File: src/rtl/vec_sweep_seq_if.sv
// Stimulus/response bundle between the exhaustive-sweep sequencer and its host.
// master: the sequencer itself; slave: the host that starts sweeps and supplies
// the downstream block's response.
interface vec_sweep_seq_if #(
    parameter int WIDTH = 5
);
    logic                  start;
    logic                  resp_in;
    logic [WIDTH-1:0]      vec;
    logic                  busy;
    logic                  done;
    logic [2**WIDTH-1:0]   truth;
    logic [WIDTH:0]        err_cnt;

    modport master (
        input  start,
        input  resp_in,
        output vec,
        output busy,
        output done,
        output truth,
        output err_cnt
    );

    modport slave (
        output start,
        output resp_in,
        input  vec,
        input  busy,
        input  done,
        input  truth,
        input  err_cnt
    );
endinterface

File: src/rtl/vec_sweep_seq.sv
// Exhaustive sweep sequencer for the AOI block F = ~(((A&B)|C|D)&E).
// On start, counts vec through every code, holding each for DWELL clocks, and
// records the response sampled on the last clock of each dwell into truth.
// Optional macro VEC_GOLDEN_CHECK_EN (needs WIDTH==5): compares each sample
// with an internal golden AOI model and counts mismatches in err_cnt
// (saturating at 2**WIDTH). Without it err_cnt is constant zero.
module vec_sweep_seq #(
    parameter int WIDTH = 5,
    parameter int DWELL = 25
) (
    input  logic           clk,
    input  logic           rst,
    vec_sweep_seq_if.master sweep
);
    localparam int              DEPTH      = 2**WIDTH;
    localparam logic [1:0]      ST_IDLE    = 2'd0;
    localparam logic [1:0]      ST_DRIVE   = 2'd1;
    localparam logic [1:0]      ST_FIN     = 2'd2;
    localparam logic [15:0]     DWELL_LAST = 16'(DWELL - 1);
    localparam logic [WIDTH-1:0] VEC_LAST  = {WIDTH{1'b1}};

    logic [1:0]       state_reg, state_next;
    logic [WIDTH-1:0] vec_reg, vec_next;
    logic [15:0]      dwell_cnt_reg, dwell_cnt_next;
    logic [DEPTH-1:0] truth_reg, truth_next;
    logic             start_accept;
    logic             sample_point;

    assign start_accept = (state_reg == ST_IDLE) && sweep.start;
    // Last clock of a dwell: downstream logic has had DWELL-1 cycles to settle.
    assign sample_point = (state_reg == ST_DRIVE) && (dwell_cnt_reg == DWELL_LAST);

    // Sequencer next-state: vec advances only at dwell boundaries, and the
    // terminal check comes first so vec never wraps inside a sweep.
    always_comb begin
        state_next     = state_reg;
        vec_next       = vec_reg;
        dwell_cnt_next = dwell_cnt_reg;
        case (state_reg)
            ST_IDLE: begin
                vec_next       = '0;
                dwell_cnt_next = '0;
                if (sweep.start) begin
                    state_next = ST_DRIVE;
                end
            end
            ST_DRIVE: begin
                if (dwell_cnt_reg == DWELL_LAST) begin
                    if (vec_reg == VEC_LAST) begin
                        state_next = ST_FIN;
                    end else begin
                        vec_next       = vec_reg + 1'b1;
                        dwell_cnt_next = '0;
                    end
                end else begin
                    dwell_cnt_next = dwell_cnt_reg + 16'd1;
                end
            end
            ST_FIN: begin
                state_next     = ST_IDLE;
                vec_next       = '0;
                dwell_cnt_next = '0;
            end
            default: begin
                state_next     = ST_IDLE;
                vec_next       = '0;
                dwell_cnt_next = '0;
            end
        endcase
    end

    // Truth bank: cleared on sweep start, one bit written per sample point.
    generate
        for (genvar gi = 0; gi < DEPTH; gi++) begin : g_truth
            localparam logic [WIDTH-1:0] IDX = WIDTH'(gi);
            assign truth_next[gi] = start_accept ? 1'b0 :
                                    (sample_point && (vec_reg == IDX)) ? sweep.resp_in :
                                    truth_reg[gi];
        end
    endgenerate

    // Sequencer and truth-bank registers; reset discards any partial sweep.
    always_ff @(posedge clk) begin
        if (rst) begin
            state_reg     <= ST_IDLE;
            vec_reg       <= '0;
            dwell_cnt_reg <= '0;
            truth_reg     <= '0;
        end else begin
            state_reg     <= state_next;
            vec_reg       <= vec_next;
            dwell_cnt_reg <= dwell_cnt_next;
            truth_reg     <= truth_next;
        end
    end

`ifdef VEC_GOLDEN_CHECK_EN
    localparam logic [WIDTH:0] ERR_MAX = (WIDTH + 1)'(DEPTH);

    logic           golden;
    logic [WIDTH:0] err_cnt_reg, err_cnt_next;

    // Reference AOI model driven from the current vector {A,B,C,D,E}.
    always_comb begin
        golden = ~(((vec_reg[4] & vec_reg[3]) | vec_reg[2] | vec_reg[1]) & vec_reg[0]);
    end

    // Mismatch counter: cleared at sweep start, saturates at 2**WIDTH.
    always_comb begin
        err_cnt_next = err_cnt_reg;
        if (start_accept) begin
            err_cnt_next = '0;
        end else if (sample_point && (sweep.resp_in != golden) && (err_cnt_reg != ERR_MAX)) begin
            err_cnt_next = err_cnt_reg + 1'b1;
        end
    end

    // Mismatch counter register.
    always_ff @(posedge clk) begin
        if (rst) begin
            err_cnt_reg <= '0;
        end else begin
            err_cnt_reg <= err_cnt_next;
        end
    end

    assign sweep.err_cnt = err_cnt_reg;
`else
    assign sweep.err_cnt = '0;
`endif

    assign sweep.vec   = vec_reg;
    assign sweep.busy  = (state_reg == ST_DRIVE);
    assign sweep.done  = (state_reg == ST_FIN);
    assign sweep.truth = truth_reg;
endmodule
File: src/flat_wrapper.sv
// flat-port wrapper written by rule: the top's interface ports become plain ports
module vec_sweep_seq_flat 
#(
    parameter int WIDTH = 5,
    parameter int DWELL = 25
)
  (clk, rst, sweep_start, sweep_resp_in, sweep_vec, sweep_busy, sweep_done, sweep_truth, sweep_err_cnt);
  vec_sweep_seq_if #(.WIDTH(WIDTH)) sweep_i ();
  input  logic clk;
  input  logic rst;
  input wire logic [$bits(sweep_i.start)-1:0] sweep_start;
  input wire logic [$bits(sweep_i.resp_in)-1:0] sweep_resp_in;
  output wire logic [$bits(sweep_i.vec)-1:0] sweep_vec;
  output wire logic [$bits(sweep_i.busy)-1:0] sweep_busy;
  output wire logic [$bits(sweep_i.done)-1:0] sweep_done;
  output wire logic [$bits(sweep_i.truth)-1:0] sweep_truth;
  output wire logic [$bits(sweep_i.err_cnt)-1:0] sweep_err_cnt;
  assign sweep_i.start = sweep_start;
  assign sweep_i.resp_in = sweep_resp_in;
  assign sweep_vec = sweep_i.vec;
  assign sweep_busy = sweep_i.busy;
  assign sweep_done = sweep_i.done;
  assign sweep_truth = sweep_i.truth;
  assign sweep_err_cnt = sweep_i.err_cnt;
  vec_sweep_seq #(.WIDTH(WIDTH), .DWELL(DWELL)) u_core (.clk(clk), .rst(rst), .sweep(sweep_i));
endmodule
File: config.mk
export PLATFORM = sky130hd
export DESIGN_NAME = vec_sweep_seq_flat
export DESIGN_NICKNAME = d
export VERILOG_FILES = /design/src/rtl/vec_sweep_seq_if.sv /design/src/rtl/vec_sweep_seq.sv /design/src/flat_wrapper.sv
export SDC_FILE = /design/constraint.sdc
export NUM_CORES = 1
export LEC_CHECK = 0
export CAP_MARGIN = 0
export CORE_ASPECT_RATIO = 0.5
export CORE_MARGIN = 2
export CORE_UTILIZATION = 45
export CTS_BUF_LIST = sky130_fd_sc_hd__clkbuf_16
export CTS_CLUSTER_DIAMETER = 150
export DETAILED_ROUTE_END_ITERATION = 10
export DONT_BUFFER_PORTS = 1
export SLEW_MARGIN = 20
export SYNTH_ARGS = -nofsm -noshare
export SYNTH_HDL_FRONTEND = slang
export SYNTH_SLANG_ARGS = --single-unit
export TNS_END_PERCENT = 1
File: constraint.sdc
create_clock -name clk -period 2.95 [get_ports clk]
set_input_delay 0.59 -clock clk [delete_from_list [all_inputs] [get_ports clk]]
set_output_delay 0.59 -clock clk [all_outputs]
set_load 0.02 [all_outputs]
==> summary.md <==
| Metric | Value |
|---|---|
| Status | finished, final reports clean |
| Crit-path slowest cell | or4_4 |
| Row cnt | 19 |
| Syn Inst Count | 299 |
| CTS sink count | between 50 and 60 |
| Leak | 1.160 nW |
| Met1 usage | a little under a quarter |
| Worst Skew | roughly 8.5 ps |
| First-pass GRT wire length | ~9500 um |
| Slew Limit Fails | 0 |
| Routed WL | around 5500 um |
| Die area | 6474 um2 |
| # Post-CTS Setup Buffers | 0 |
| Most frequent cells after synthesis | dfxtp_1 (55), nand3_1 (44), nand2_1 (38), mux2i_1 (32), nor2_1 (15) |
| Setup-failing EPs final | 0 |
| Largest net degree at the start of global routing | 33 |
| Cell Area, Synth | roughly 2600 um2 |
| Detailed Routing Iterations Pass 1 | 4 |
| Die H | 57.91 um |
| EDFF count, synth | 0 |
| CP peak stage delay | slightly above 600 ps |
| Starting Density | a little under half |
| Worst hold endpoint | u_core.state_reg[0] |
| Synth area leaders | dfxtp_1 (42%), mux2i_1 (12%), nand3_1 (8.4%) |
| CTS tree | yes |
| Global route hottest layer | met2 |
| Setup TNS | 0 ps |
| Fin area | around 2800 um2 |
| DP HPWL | ~3900 um |
| Tmin final | around 2400 ps |
| R2r startpoint | u_core.dwell_cnt_reg[0] |
| GR Overflow Total | 0 |
| Layout cell share with drive strength beyond 1 | under 10% |
| Initial antenna violation count | 0 |
| Clk buf depth | 2 |
| Final period util | 82.75% |
| Post-Place Cell Area | 2645 um2 |
| Yosys Warn Count | 0 |
| Core Box Area | about 5500 um2 |
| CP cell instances | inv_1 -> ha_1 -> or3b_2 -> or4_4 -> or4_1 -> a21oi_1 |
| CP arrival | 2650 ps |
| Crit end category | flip-flop |
| Top Family by Delay on Critical Path | simple AND/OR/NAND/NOR gates |
| Reg-to-reg slack, setup | 510 ps |
| DR vias/cell | between 5 and 6 |
| DRC viols | 0 |
| Max IR drop VDD | ~0.31 mV |
| Worst endpoint required time | about 3200 ps |
| Worst Reg2Reg Path Length in Cells | 6 |
| Post-CTS Hold Fix Bufs | 0 |
| Top Ports | 49 |
| GRT Total Usage | between 15 and 20% |
| Die W | about 110 um |
| Vias | 2025 |
| RSZ-0062 raised after global routing | no |
| Starting DRT DRC Count | ~110 |
| DRT antenna net count | 0 |
| Synthesized flop and latch total | 55 |
| Gpl congestion | 0.8154 |
| Area share of the largest cell type after synthesis | between 40% and 50% |
| Routed WL per cell | about 15 um |
| Vias in the first global route | 1977 |
| Clock Tree Root | clkbuf_16 |
| MaxCap Viol Count | 0 |
| CP Launch Type | flip-flop |
| Ys async rst share | 0% |
| Largest area contributor in the netlist | dfxtp_1 |
| Hold depth | 1 |
| Top-count cell post-synth | dfxtp_1 |
| Met2 Use GR | 30.30% |
| Routing usage on met3 | 5.544% |
| Yosys cell types | 40 |
| Avg Cell Area, Syn | about 9 um2 |
| CP Max Fanout | 11 |
| H-tree levels | 2 |
| Worst R2R End | u_core.sweep.vec[3] |
| Min-Delay Startpoint | rst |
| Worst Path Buf+Inv | 1 |
| P per Cell Area | 497.7 nW/um2 |
| Max FFs per register | 32 |
| Worst-path clk slew | approximately 70 ps |
| Sequential-to-total area share from yosys stat | between 40% and 50% |
| Max-slew headroom | around 34% |
| Hold Crit Class | primary input to flip-flop |
| N_diodes | 0 |
| CTS resizes | 0 |
| Top FF cell, synth | dfxtp_1 |
| Post-layout nets | slightly above 300 |
| Clock Latency Late Sink | around 300 ps |
| IO Port Bufs | 0 |
| Worst-Margin Slew | about 1000 ps |
| Total CTS buffers | 5 |
| F_max | around 400 MHz |
| Final hold violations | 0 |
| Kind of critical path | flip-flop to flip-flop |
| Area Overhead vs Synth | 6.842% |
==> report_power, final <==
| part | internal, mW | switching, mW |
|---|---|---|
| sequential | 0.744 | 0.00284 |
| combinational | 0.00911 | 0.0360 |
| clock | 0.318 | 0.281 |
==> per-layer routing <==
layer  vias up  wire length [um]
met3         8               317
li1       1015                 -
met1       961              2646
met4         0                66
met5         -                 0
met2        41              2501
==> worst register-to-register path, stage by stage, from the launching register on <==
cell     delay [ps]
dfxtp_1         380
inv_1           100
ha_1            140
or3b_2          490
or4_4           610
or4_1           490
a21oi_1         170
==> cell usage in the layout, fill, tap and decap left out, drive strengths merged <==
cell / synthesis / final
ha: 8 / 8
clkbuf: 13 / 5
nand2: 38 / 38
or4: 6 / 6
and2: 1 / 1
inv: 7 / 8
dfxtp: 55 / 55
xor2: 8 / 8
buf: 11 / 4
or2b: 1 / 1
conb: 1 / 6
or3: 3 / 3
xnor2: 1 / 1
and3: 11 / 11
nand3b: 1 / 1
nand4: 4 / 4
nor3: 3 / 3
nand2b: 1 / 1
nor2b: 4 / 4
or2: 1 / 1
mux2i: 32 / 32
a311oi: 1 / 1
and4: 3 / 3
o21ai: 5 / 5
nor2: 15 / 15
o31ai: 2 / 2
a21o: 1 / 1
nor4: 2 / 2
or4bb: 2 / 2
or3b: 1 / 1
clkinvlp: 0 / 2
a21oi: 12 / 12
nand3: 44 / 44
a2111oi: 1 / 1
==> how the worst max path moves through the flow <==
stage / startpoint / to / slack (ps) / cells after the start
3_5_place_dp: u_core.dwell_cnt_reg[0] / u_core.sweep.vec[3] / 510 / 6
3_3_place_gp: u_core.dwell_cnt_reg[0] / u_core.sweep.vec[3] / 610 / 6
5_1_grt: u_core.dwell_cnt_reg[0] / u_core.sweep.vec[3] / 370 / 6
6_report: u_core.dwell_cnt_reg[0] / u_core.sweep.vec[3] / 510 / 6
2_1_floorplan: u_core.dwell_cnt_reg[0] / u_core.sweep.vec[2] / 690 / 7
4_1_cts: u_core.dwell_cnt_reg[0] / u_core.sweep.vec[3] / 490 / 6
==> cell families after synthesis <==
family | count (synthesis) | synth area share (%)
adders and majority gates | 8 | 3.828
DFF | 55 | 42.11
and+or+nand+nor | 141 | 28.18
buffers and inverters | 31 | 5.694
other | 1 | 0.1434
AOI/OAI and AO/OA | 22 | 4.785
xor gates and xnor gates | 9 | 3.015
muxes | 32 | 12.25
==> metrics by stage <==
step / std cells / total power, mW / utilization, % / hold slack (ps) / setup WS, ps
4_1_cts: 365 / 1.408 / 50.44 / 367.2 / 492.0
6_report: 365 / 1.390 / 50.44 / 371.4 / 508.8
2_1_floorplan: 304 / 0.8054 / - / 441.7 / 692.4
3_5_place_dp: 357 / 0.8094 / 47.75 / 479.1 / 513.9
3_3_place_gp: 357 / 0.8083 / 47.75 / 455.8 / 611.4
5_1_grt: 365 / 1.440 / 50.44 / 361.4 / 373.2
==> layout make-up <==
type | instances | area, um2
well taps | 73 | 91.34
flip-flops and latches | 55 | 1101
fillers | 555 | 2745
repair buffers | 4 | 30.03
clock inverters | 3 | 23.77
multi-input cells | 218 | 1396
inverters | 7 | 26.28
clock buffers | 5 | 125.1
No activity file was read; power rests on OpenSTA's default activity.
